$ cat config.mk
export PLATFORM = sky130hd
export DESIGN_NAME = ca_item_scheduler
export DESIGN_NICKNAME = d
export VERILOG_FILES = /design/src/rtl/ca_item_scheduler.sv
export SDC_FILE = /design/constraint.sdc
export NUM_CORES = 1
export LEC_CHECK = 0
export CELL_PAD_IN_SITES_DETAIL_PLACEMENT = 1
export CELL_PAD_IN_SITES_GLOBAL_PLACEMENT = 1
export CORE_AREA = 5 5 406 408
export CTS_CLUSTER_DIAMETER = 200
export CTS_CLUSTER_SIZE = 10
export DETAILED_ROUTE_END_ITERATION = 8
export DIE_AREA = 0 0 411 413
export PLACE_DENSITY_LB_ADDON = 0.1
export SLEW_MARGIN = 20
export SYNTH_ARGS = -nofsm -noshare
export SYNTH_HDL_FRONTEND = slang
export SYNTH_SLANG_ARGS = --single-unit
$ cat constraint.sdc
create_clock -name Clk_CI -period 5.8 [get_ports Clk_CI]
set_input_delay 0.87 -clock Clk_CI [delete_from_list [all_inputs] [get_ports Clk_CI]]
set_output_delay 0.87 -clock Clk_CI [all_outputs]
set_load 0.005 [all_outputs]
$ cat src/rtl/ca_item_scheduler.sv
// ca_item_scheduler
// Shares one cellular-automaton item generator among NUM_REQ requesters.
// Item k is the CA state k rule steps after the seed. The block picks one
// pending request round-robin, then moves the CA to the requested item. It
// steps forward when the target is ahead of the CA, and clears to seed first
// when the target is behind it. The CA cells are then returned with a
// valid/ready handshake.
//
// Ports
//   Clk_CI        clock
//   Reset_RI      asynchronous active-high reset (shared with the CA)
//   ReqValid_SI   per-requester request valid
//   ReqIndex_DI   requester r index at [r*INDEX_WIDTH +: INDEX_WIDTH]
//   ReqReady_SO   one-hot accept pulse, asserted in the accept cycle
//   CaEnable_SO   CA step enable
//   CaClear_SO    CA synchronous clear to seed
//   CaCells_DI    current CA cell vector
//   RespValid_SO  response valid
//   RespReady_SI  response consumer ready
//   RespId_DO     ID of the served requester
//   RespHV_DO     item hypervector (CA cells, held stable during RESP)
//   Busy_SO       high whenever the scheduler is not idle

`ifndef HV_DIMENSION
`define HV_DIMENSION 512
`endif

module ca_item_scheduler #(
    parameter int WIDTH       = `HV_DIMENSION,
    parameter int NUM_REQ     = 4,
    parameter int ID_WIDTH    = 2,
    parameter int INDEX_WIDTH = 6
) (
    input  logic                           Clk_CI,
    input  logic                           Reset_RI,
    input  logic [NUM_REQ-1:0]             ReqValid_SI,
    input  logic [NUM_REQ*INDEX_WIDTH-1:0] ReqIndex_DI,
    output logic [NUM_REQ-1:0]             ReqReady_SO,
    output logic                           CaEnable_SO,
    output logic                           CaClear_SO,
    input  logic [WIDTH-1:0]               CaCells_DI,
    output logic                           RespValid_SO,
    input  logic                           RespReady_SI,
    output logic [ID_WIDTH-1:0]            RespId_DO,
    output logic [WIDTH-1:0]               RespHV_DO,
    output logic                           Busy_SO
);

    typedef enum logic [1:0] {
        ST_IDLE  = 2'd0,
        ST_CLEAR = 2'd1,
        ST_STEP  = 2'd2,
        ST_RESP  = 2'd3
    } state_t;

    state_t                 state_r;
    state_t                 state_n_s;
    logic [INDEX_WIDTH-1:0] step_cnt_r;
    logic [INDEX_WIDTH-1:0] step_cnt_n_s;
    logic [INDEX_WIDTH-1:0] target_r;
    logic [INDEX_WIDTH-1:0] target_n_s;
    logic [ID_WIDTH-1:0]    id_r;
    logic [ID_WIDTH-1:0]    id_n_s;
    logic [ID_WIDTH-1:0]    rr_ptr_r;
    logic [ID_WIDTH-1:0]    rr_ptr_n_s;

    logic                   hi_found_s;
    logic                   lo_found_s;
    logic [ID_WIDTH-1:0]    hi_id_s;
    logic [ID_WIDTH-1:0]    lo_id_s;
    logic                   grant_found_s;
    logic [ID_WIDTH-1:0]    grant_id_s;
    logic [INDEX_WIDTH-1:0] grant_index_s;

    logic [NUM_REQ-1:0]     req_ready_s;
    logic                   ca_enable_s;
    logic                   ca_clear_s;
    logic                   resp_valid_s;

    // Round-robin arbiter: lowest valid requester at or above rr_ptr_r,
    // otherwise lowest valid requester below it (wrap-around). The loop runs
    // downward so the last hit written is the lowest index of each group.
    always_comb begin
        hi_found_s = 1'b0;
        lo_found_s = 1'b0;
        hi_id_s    = '0;
        lo_id_s    = '0;
        for (int i = NUM_REQ - 1; i >= 0; i--) begin
            if (ReqValid_SI[i]) begin
                if (i >= int'(rr_ptr_r)) begin
                    hi_found_s = 1'b1;
                    hi_id_s    = ID_WIDTH'(i);
                end else begin
                    lo_found_s = 1'b1;
                    lo_id_s    = ID_WIDTH'(i);
                end
            end else begin
                hi_found_s = hi_found_s;
            end
        end
        grant_found_s = hi_found_s | lo_found_s;
        if (hi_found_s) begin
            grant_id_s = hi_id_s;
        end else begin
            grant_id_s = lo_id_s;
        end
    end

    // Index mux for the granted requester.
    always_comb begin
        grant_index_s = '0;
        for (int i = 0; i < NUM_REQ; i++) begin
            if (grant_id_s == ID_WIDTH'(i)) begin
                grant_index_s = ReqIndex_DI[i*INDEX_WIDTH +: INDEX_WIDTH];
            end else begin
                grant_index_s = grant_index_s;
            end
        end
    end

    // Next-state, next-register and output decode.
    always_comb begin
        state_n_s    = state_r;
        step_cnt_n_s = step_cnt_r;
        target_n_s   = target_r;
        id_n_s       = id_r;
        rr_ptr_n_s   = rr_ptr_r;
        req_ready_s  = '0;
        ca_enable_s  = 1'b0;
        ca_clear_s   = 1'b0;
        resp_valid_s = 1'b0;
        case (state_r)
            ST_IDLE: begin
                // Gate with reset so no accept pulse leaks while held in reset.
                if (grant_found_s && !Reset_RI) begin
                    req_ready_s = NUM_REQ'(1'b1) << grant_id_s;
                    target_n_s  = grant_index_s;
                    id_n_s      = grant_id_s;
                    if (grant_index_s == step_cnt_r) begin
                        state_n_s = ST_RESP;
                    end else if (grant_index_s > step_cnt_r) begin
                        state_n_s = ST_STEP;
                    end else begin
                        state_n_s = ST_CLEAR;
                    end
                end else begin
                    state_n_s = ST_IDLE;
                end
            end
            ST_CLEAR: begin
                ca_clear_s   = 1'b1;
                step_cnt_n_s = '0;
                if (target_r == '0) begin
                    state_n_s = ST_RESP;
                end else begin
                    state_n_s = ST_STEP;
                end
            end
            ST_STEP: begin
                // Only entered with target ahead of the count, so the
                // increment never passes the maximum index.
                ca_enable_s  = 1'b1;
                step_cnt_n_s = step_cnt_r + INDEX_WIDTH'(1);
                if (step_cnt_r + INDEX_WIDTH'(1) == target_r) begin
                    state_n_s = ST_RESP;
                end else begin
                    state_n_s = ST_STEP;
                end
            end
            ST_RESP: begin
                resp_valid_s = 1'b1;
                if (RespReady_SI) begin
                    if (int'(id_r) >= NUM_REQ - 1) begin
                        rr_ptr_n_s = '0;
                    end else begin
                        rr_ptr_n_s = id_r + ID_WIDTH'(1);
                    end
                    state_n_s = ST_IDLE;
                end else begin
                    state_n_s = ST_RESP;
                end
            end
            default: begin
                state_n_s = ST_IDLE;
            end
        endcase
    end

    // State and bookkeeping registers.
    always_ff @(posedge Clk_CI or posedge Reset_RI) begin
        if (Reset_RI) begin
            state_r    <= ST_IDLE;
            step_cnt_r <= '0;
            target_r   <= '0;
            id_r       <= '0;
            rr_ptr_r   <= '0;
        end else begin
            state_r    <= state_n_s;
            step_cnt_r <= step_cnt_n_s;
            target_r   <= target_n_s;
            id_r       <= id_n_s;
            rr_ptr_r   <= rr_ptr_n_s;
        end
    end

    assign ReqReady_SO  = req_ready_s;
    assign CaEnable_SO  = ca_enable_s;
    assign CaClear_SO   = ca_clear_s;
    assign RespValid_SO = resp_valid_s;
    // ID and vector are forced to zero outside RESP so every output reads 0
    // in IDLE and under reset.
    assign RespId_DO    = resp_valid_s ? id_r : '0;
    assign RespHV_DO    = resp_valid_s ? CaCells_DI : '0;
    assign Busy_SO      = (state_r != ST_IDLE);

endmodule

==> metrics.md, run 1 <==
| Metric | Value |
|---|---|
| Status | completed |
| Pin count of the biggest net entering global routing | 114 |
| Number of warnings issued by yosys | 0 |
| # hold bufs at CTS | 0 |
| Port Buffers | 1064 |
| Die Area | 170000 um2 |
| WP buf/inv | 3 |
| Clk sink count | 18 |
| TritonCTS clock tree | done |
| WHS | 511 ps |
| DR pass1 iterations | 4 |
| First-pass GRT wire length | 130000 um |
| Initial antenna violation count | 133 |
| Ports | 1065 |
| Most frequent cells in the layout | clkdlybuf4s50_1, and2_1, nand2_1, mux2i_1, dfrtp_1 |
| Clock tree buffer depth | 2 |
| Synth unique cells | 40 |
| CP Max Fanout | 10 |
| Clk Latency, worst-skew pair | 250 ps |
| RSZ-0062 raised after global routing | no |
| Hold WC Path Type | reg -> reg |
| Post-synthesis cell area | 4880 um2 |
| Critical-path top delay cell | a221oi_4 |
| Syn_nets | 1284 |
| Cell family with most CP delay | buffers and inverters |
| CP Data Arrival Time | 3430 ps |
| Root Driver | clkbuf_16 |
| Vias per inst | 2.40 |
| VDD IR max | 0.0000979 V |
| Power density cells | 143 nW/um2 |
| Vias in the first global route | 10000 |
| Synth Area per Inst | 6.70 um2 |
| Synth Register Bits | 18 |
| Tmin final | 4300 ps |
| # fillers | 19100 |
| Vert. Die Dim | 413 um |
| Worst endpoint required time | 4930 ps |
| Syn Inst Count | 729 |
| Max Clk Rate | 233 MHz |
| Worst setup EP type | primary output |
| GPL Wtd Cong | 0.933 |
| Final Hold Vio Count | 0 |
| FFs w/ async S/R, synth | 100% |
| Final ANT Viol Nets | 0 |
| Final setup fails | 0 |
| Initial DRC count | 360 |
| Post-detail-place hpwl | 102000 um |
| Crit path cell chain | clkdlybuf4s50_1 -> inv_2 -> a22o_1 -> a221oi_4 -> nand2_4 -> nor2_1 -> clkdlybuf4s50_1 |
| Most used DFF post-synth | dfrtp_1 |
| Slew HR | 43.7% |
| Via Count | 9508 |
| WL final | 109000 um |
| Sequential element share of the synthesized area | 9.22% |
| Remaining global-route overflow | 0 |
| GRT Total Usage | 11.9% |
| Post-synth EDFFs | 0 |
| Worst-margin pin slew | 844 ps |
| Clock transition at the registers of the reported paths | 60 ps |
| CP Class | in -> out |
| Core footprint | 161000 um2 |
| # rows | 148 |
| Fraction of layout cells with a size suffix above 1 | 1.37% |
| Drt drc | 0 |
| Max-slew violation count | 0 |
| Final Cycle Share | 74.2% |
| Initial Util | 3.03% |
| CP Launch Type | input port |
| CTS Buf Count | 3 |
| Routed WL per cell | 27.4 um |
| # H-tree levels | 1 |
| Clk_skew | 3.57 ps |
| Commonest non-fill, non-tap cell in the layout | clkdlybuf4s50_1 |
| Sum Neg Setup Slack | 0 ps |
| CTS resizes | 0 |
| Die width | 411 um |
| Post-CTS Setup Bufs | 0 |
| Leakage power | 6.19 nW |
| Nets | 2305 |
| Critical Path Max Stage Delay | 690 ps |
| Layout area overhead | 275% |
| # Max-Cap Violations | 0 |
| Most frequent CP cell | clkdlybuf4s50_1 |
## kinds of logic after synthesis
kind of cell	synth area share (%)
buffers and inverters	5.76
AND/OR/NAND/NOR	70.8
XOR/XNOR	1.26
multiplexers	4.15
AO/OA/AOI/OAI	5.71
flip-flops	9.22
adder cells (fa/ha/maj)	3.07
## worst paths after layout
kind | from | endpoint | slack, ps | depth (start not counted)
min in group asynchronous | Reset_RI | id_r[1] | 1200 | 2
max reg2reg | rr_ptr_r[1] | state_r[0] | 3030 | 11
min reg2reg | rr_ptr_r[0] | rr_ptr_r[0] | 510 | 2
max in group asynchronous | Reset_RI | id_r[0] | 4070 | 2
min | rr_ptr_r[0] | rr_ptr_r[0] | 510 | 2
max | ReqValid_SI[3] | ReqReady_SO[1] | 1500 | 7
## metrics by stage
stage	utilization, %	power, mW	cell area (um2)	setup WS [ps]	cells
6_report	11.4	2.63	18300	1500	3964
5_1_grt	11.3	2.85	18200	1420	3924
4_1_cts	11.3	2.76	18200	1500	3923
3_5_place_dp	11.3	2.59	18200	1520	3920
3_3_place_gp	11.3	2.60	18200	1530	3920
2_1_floorplan	-	0.920	4880	2870	729
## cells in the mapped netlist (all sizes together), types with 2 or more instances
cell type | number | area [um2]
a21oi | 10 | 53.8
and2 | 516 | 3230
and3 | 2 | 13.8
clkbuf | 58 | 218
dfrtp | 18 | 450
ha | 12 | 150
inv | 15 | 56.3
mux2 | 2 | 22.5
mux2i | 18 | 180
nand2 | 21 | 86.3
nand2b | 2 | 12.5
nand3 | 5 | 25.0
nor2 | 5 | 18.8
nor3 | 3 | 15.0
o21ai | 9 | 45.0
o221ai | 7 | 61.3
o31ai | 2 | 15.0
xnor2 | 6 | 52.6
## flip-flops by register name, summed over array words and instances (netlist names)
signal      flops
id_r            2
rr_ptr_r        2
state_r         2
step_cnt_r      6
target_r        6
## report_power, final
group / switching, mW / total, mW / leakage [nW] / internal (mW)
clock network: 0.0534 / 0.144 / 0.0372 / 0.0910
registers: 0.0663 / 0.238 / 0.233 / 0.172
logic: 1.03 / 2.24 / 5.92 / 1.22
## final cells by class
type,count,area (um2),area share (%)
Sequential cell,18,450,2.46
Antenna cell,41,103,0.559
Inverter,15,56.3,0.307
Tap cell,2175,2720,14.8
Clock buffer,3,75.1,0.409
Multi-Input combinational cell,637,4170,22.7
Timing Repair Buffer,1075,10800,58.7
## worst min-delay path, stage by stage (launching register included)
cell     delay [ps]
dfrtp_1         360
nand2_1          50
o31ai_1          60
## layer usage
metal / part of all wire, % / track usage, % / vias up
met2: 52 / 21.9 / 543
met1: 36 / 12.5 / 4341
met5: 0.65 / 0 / -
met4: 0.94 / 0.755 / 106
li1: - / - / 4356
met3: 11 / 6.38 / 162
Power figures use the tool's default switching activity.
==> inputs of run 2 (changes only) <==
==> constraint.sdc (replaced) <==
create_clock -name Clk_CI -period 3.5 [get_ports Clk_CI]
set_input_delay 0.525 -clock Clk_CI [delete_from_list [all_inputs] [get_ports Clk_CI]]
set_output_delay 0.525 -clock Clk_CI [all_outputs]
set_load 0.005 [all_outputs]
==> metrics.md, run 2 (synthesized netlist as in run 1, its figures left out) <==
| Metric | Value |
|---|---|
| Placed cells | 3934 |
| Core footprint | 161000 um2 |
| Ports | 1065 |
| DR pass1 iterations | 4 |
| RSZ-0062 raised after global routing | no |
| First-pass GRT wire length | 130000 um |
| Largest regs | step_cnt_r x6, target_r x6 |
| GR Util met2 | 22.1% |
| CP Data Arrival Time | 2780 ps |
| Tmin final | 3300 ps |
| Root Driver | clkbuf_16 |
| CTS resizes | 0 |
| Via Count | 9569 |
| Clk sink count | 18 |
| Power density cells | 243 nW/um2 |
| Vert. Die Dim | 413 um |
| Hold WC Path Type | reg -> reg |
| GRT Total Usage | 11.8% |
| CP Max Fanout | 5 |
| Vias per inst | 2.41 |
| Final setup fails | 0 |
| VDD IR max | 0.000189 V |
| Part of the power in combinational logic | 85.1% |
| Most frequent cells in the layout | clkdlybuf4s50_1, and2_1, buf_4, buf_12, nand2_1 |
| CP Class | in -> out |
| Max-slew violation count | 0 |
| Vias in the first global route | 10300 |
| Final ANT Viol Nets | 0 |
| Port Buffers | 1064 |
| Power Internal | 2.58 mW |
| Slew HR | 41.2% |
| Drt drc | 0 |
| Max Clk Rate | 303 MHz |
| Nets | 2319 |
| Clk Latency, worst-skew pair | 260 ps |
| Leakage power | 6.42 nW |
| Final Cycle Share | 94.3% |
| TritonCTS clock tree | done |
| Crit path cell chain | clkdlybuf4s50_1 -> inv_2 -> a22o_1 -> a221oi_4 -> buf_4 -> nand2_4 -> nor2_1 -> clkdlybuf4s50_1 |
| Initial DRC count | 354 |
| Die Area | 170000 um2 |
| Die width | 411 um |
| Critical-path top delay cell | clkdlybuf4s50_1 |
| Clock tree buffer depth | 2 |
| Final Hold Vio Count | 0 |
| Worst endpoint required time | 2970 ps |
| CTS Buf Count | 3 |
| Met1 Usage GRT | 12.8% |
| Status | completed |
| CP Launch Type | input port |
| Post-detail-place hpwl | 102000 um |
| Post-CTS Setup Bufs | 0 |
| Sw Ratio | 42.9% |
| GRT Max-Usage Layer | met2 |
| Worst setup EP type | primary output |
| Clk_skew | 3.66 ps |
| Critical Path Max Stage Delay | 550 ps |
| Met3 usage | 5.58% |
| Final instance count without filler cells | 3973 |
| Most frequent CP cell | clkdlybuf4s50_1 |
| Initial antenna violation count | 121 |
| Clock transition at the registers of the reported paths | 60 ps |
| Worst-margin pin slew | 881 ps |
| Sum Neg Setup Slack | 0 ps |
| # hold bufs at CTS | 0 |
| Sequential Power Share | 8.8% |
| Pin count of the biggest net entering global routing | 103 |
| Initial Util | 3.03% |
| Layout area overhead | 281% |
| # Max-Cap Violations | 0 |
| GPL Wtd Cong | 0.873 |
| Routed WL per cell | 27.3 um |
| # H-tree levels | 1 |
| Commonest non-fill, non-tap cell in the layout | clkdlybuf4s50_1 |
| Fraction of layout cells with a size suffix above 1 | 4.65% |
| Psw | 1.94 mW |
| Clk pwr share | 6.1% |
| WL final | 108000 um |
| # rows | 148 |
| Remaining global-route overflow | 0 |
run 2: cell count changes in the layout (fill, tap and decap cells not counted), sizes merged:
cell and delta:
buf +57, diode -6, clkdlybuf4s50 -43, clkbuf +1
run 2: final timing paths:
path / end / start / cells past startpoint / slack, ps
min in group asynchronous: id_r[1] / Reset_RI / 2 / 850
max reg2reg: state_r[0] / rr_ptr_r[1] / 11 / 870
max: ReqReady_SO[1] / ReqValid_SI[3] / 8 / 200
min: rr_ptr_r[0] / rr_ptr_r[0] / 2 / 530
max in group asynchronous: rr_ptr_r[1] / Reset_RI / 2 / 2110
min reg2reg: rr_ptr_r[0] / rr_ptr_r[0] / 2 / 530
run 2: area by class of cell:
cell class / instances / area, um2
Antenna cell: 35 / 87.6
Clock buffer: 4 / 88.8
Fill cell: 19100 / 143000
Inverter: 15 / 56.3
Multi-Input combinational cell: 637 / 4170
Sequential cell: 18 / 450
Tap cell: 2175 / 2720
Timing Repair Buffer: 1089 / 11000
run 2: power by group through the flow:
stage               registers (mW)  clock network (mW)  logic, mW
finish                       0.397               0.276       3.85
global route                 0.413               0.297       4.16
CTS                          0.404               0.290       4.04
detailed placement           0.407                   0       4.02
global placement             0.405                   0       4.04
floorplan                    0.350                   0       1.18
run 2: per-layer routing:
| layer | vias to the layer above | share of wire (%) |
|---|---|---|
| met5 | - | 0.53 |
| met3 | 130 | 10 |
| met1 | 4446 | 37 |
| li1 | 4366 | - |
| met2 | 541 | 52 |
| met4 | 86 | 0.47 |
run 2: metrics by stage:
stage | total power [mW] | worst slack, ps | instance area (um2) | hold slack (ps) | utilization, %
floorplan | 1.52 | 918 | 4880 | 462 | -
global placement | 4.45 | 133 | 18400 | 519 | 11.4
detailed placement | 4.43 | 168 | 18400 | 538 | 11.4
CTS | 4.73 | 154 | 18500 | 553 | 11.5
global route | 4.87 | 58.6 | 18500 | 579 | 11.5
finish | 4.52 | 198 | 18600 | 534 | 11.5
run 2: critical path: cells and delay by family:
kind	cells	cell delay, ps
buf+inv	4	1410
compound gates	2	660
simple gates	2	160
==> patch: new RTL, flow settings as in run 2 <==
The parameter `NUM_REQ` goes from 4 to 6.
--- a/src/rtl/ca_item_scheduler.sv
+++ b/src/rtl/ca_item_scheduler.sv
@@ -27,7 +27,7 @@
 
 module ca_item_scheduler #(
     parameter int WIDTH       = `HV_DIMENSION,
-    parameter int NUM_REQ     = 4,
+    parameter int NUM_REQ     = 6,
     parameter int ID_WIDTH    = 2,
     parameter int INDEX_WIDTH = 6
 ) (
Ports: changed (resized ReqIndex_DI, ReqReady_SO and ReqValid_SI); port bits go from 1065 to 1081. The function was not compared with the original's and may differ.
==> patch against run 2 <==
  * Area after synthesis grew 2.8%
  * Register-to-register slack lost 0.27 ns
  * Utilization is essentially flat
  * Count of clock-buffer cells in the layout is the same
  * Sequential cell count is the same
  * Sequential power grew 3%
  * Die area is the same
  * Final area shrank 0.42%
  * Wire length shrank 12%
  * Setup slack gained 0.034 ns
  * Synthesized cell count grew 4.9%
  * Cell count grew 0.25%
  * Total power grew 7.8%
  * Critical path type unchanged
==> patch: results (changes against run 2) <==
* Post-detail-place hpwl at 87800 um (-14%)
* Placed Instances at 3961 (+0.69%)
* Post-synthesis xor/xnor area fraction at 1.40% (+0.14 points)
* Tightest Pin Transition at 0.701 ns (-0.180 ns)
* Initial DRC Count at 285 (-19%)
* Post-synthesis average cell area at 6.57 sq um (-2.0%)
* GRT Util Overall at 10.3% (-1.5 points)
* Hold depth at 1 (-1)
* Gpl congestion at 0.929 (+6.4%)
* Synth area leaders: and2_1 64%, dfrtp_1 9.0%, clkbuf_1 4.3%
* DRT met1 WL at 39400 um (-1.3%)
* Largest net degree at the start of global routing at 143 (+39%)
* Hold Crit Start: id_r[0]
* WL per Instance at 23.9 um (-12%)
* Placed cell area at 18400 sq um (-0.20%)
* Post-synthesis compound-gate area fraction at 7.75% (+2.0 points)
* Critical Path Start: ReqValid_SI[2]
* Most frequent cells after synthesis: 516 x and2_1, 58 x clkbuf_1, 18 x dfrtp_1, 17 x nand3_1, 17 x o21ai_0
* Worst Path Arrival at 2.74 ns (-0.04 ns)
* First-pass GRT wire length at 116000 um (-11%)
* Met1 usage at 12.6% (-0.22 points)
* Pre-CTS WS at 0.0246 ns (-0.144 ns)
* Unique masters post-synth at 48 (+20%)
* Via count at 9444 (-1.3%)
* Setup crit end: ReqReady_SO[0]
* Met2 WL at 47000 um (-16%)
* Fillcell total at 19100 (+0.037%)
* Met2 Resource Use GR at 18.2% (-3.9 points)
* Synthesis-to-layout area growth at 269%
* Mux contribution to synthesized area at 0.199% (-4.0 points)
* Port bufs at 1066 (+0.19%)
* Leak at 6.28 nW (-2.1%)
* Status: complete, no violations
* Met3 Usage GRT at 3.56% (-2.0 points)
* Met3 Wirelength at 8180 um (-27%)
* FF-to-FF setup slack at 0.60 ns (-0.27 ns)
* Worst hold slack at 0.532 ns (-0.00166 ns)
* Final Net Count at 2359 (+1.7%)
* Synth Area in Adders at 2.74% (-0.33 points)
* Peak VDD IR at 0.176 mV (-6.9%)
* RR Startpoint: rr_ptr_r[0]
patch: where the power goes:
| part | leakage (nW) | switching (W) | internal [W] |
|---|---|---|---|
| sequential | 0.231 | 0.000120 | 0.000288 |
| combinational | 6.01 | 0.00191 | 0.00229 |
| clock | 0.0443 | 0.0000931 | 0.000175 |
| total | 6.28 | 0.00212 | 0.00275 |
patch: final cells by class:
| type | instances | area share, % |
|---|---|---|
| clock buffers | 4 | 0.479 |
| inverters | 14 | 0.284 |
| repair buffers | 1087 | 58.9 |
| multi-input cells | 667 | 23.0 |
| flip-flops and latches | 18 | 2.43 |
| diodes | 18 | 0.243 |
| well taps | 2175 | 14.7 |
patch: logic make-up after synthesis:
kind of cell             count (synthesis)
buffers and inverters                   81
AO/OA/AOI/OAI                           54
AND/OR/NAND/NOR                        591
adder cells (fa/ha/maj)                 11
flip-flops                              18
multiplexers                             1
XOR/XNOR                                 8
other                                    1
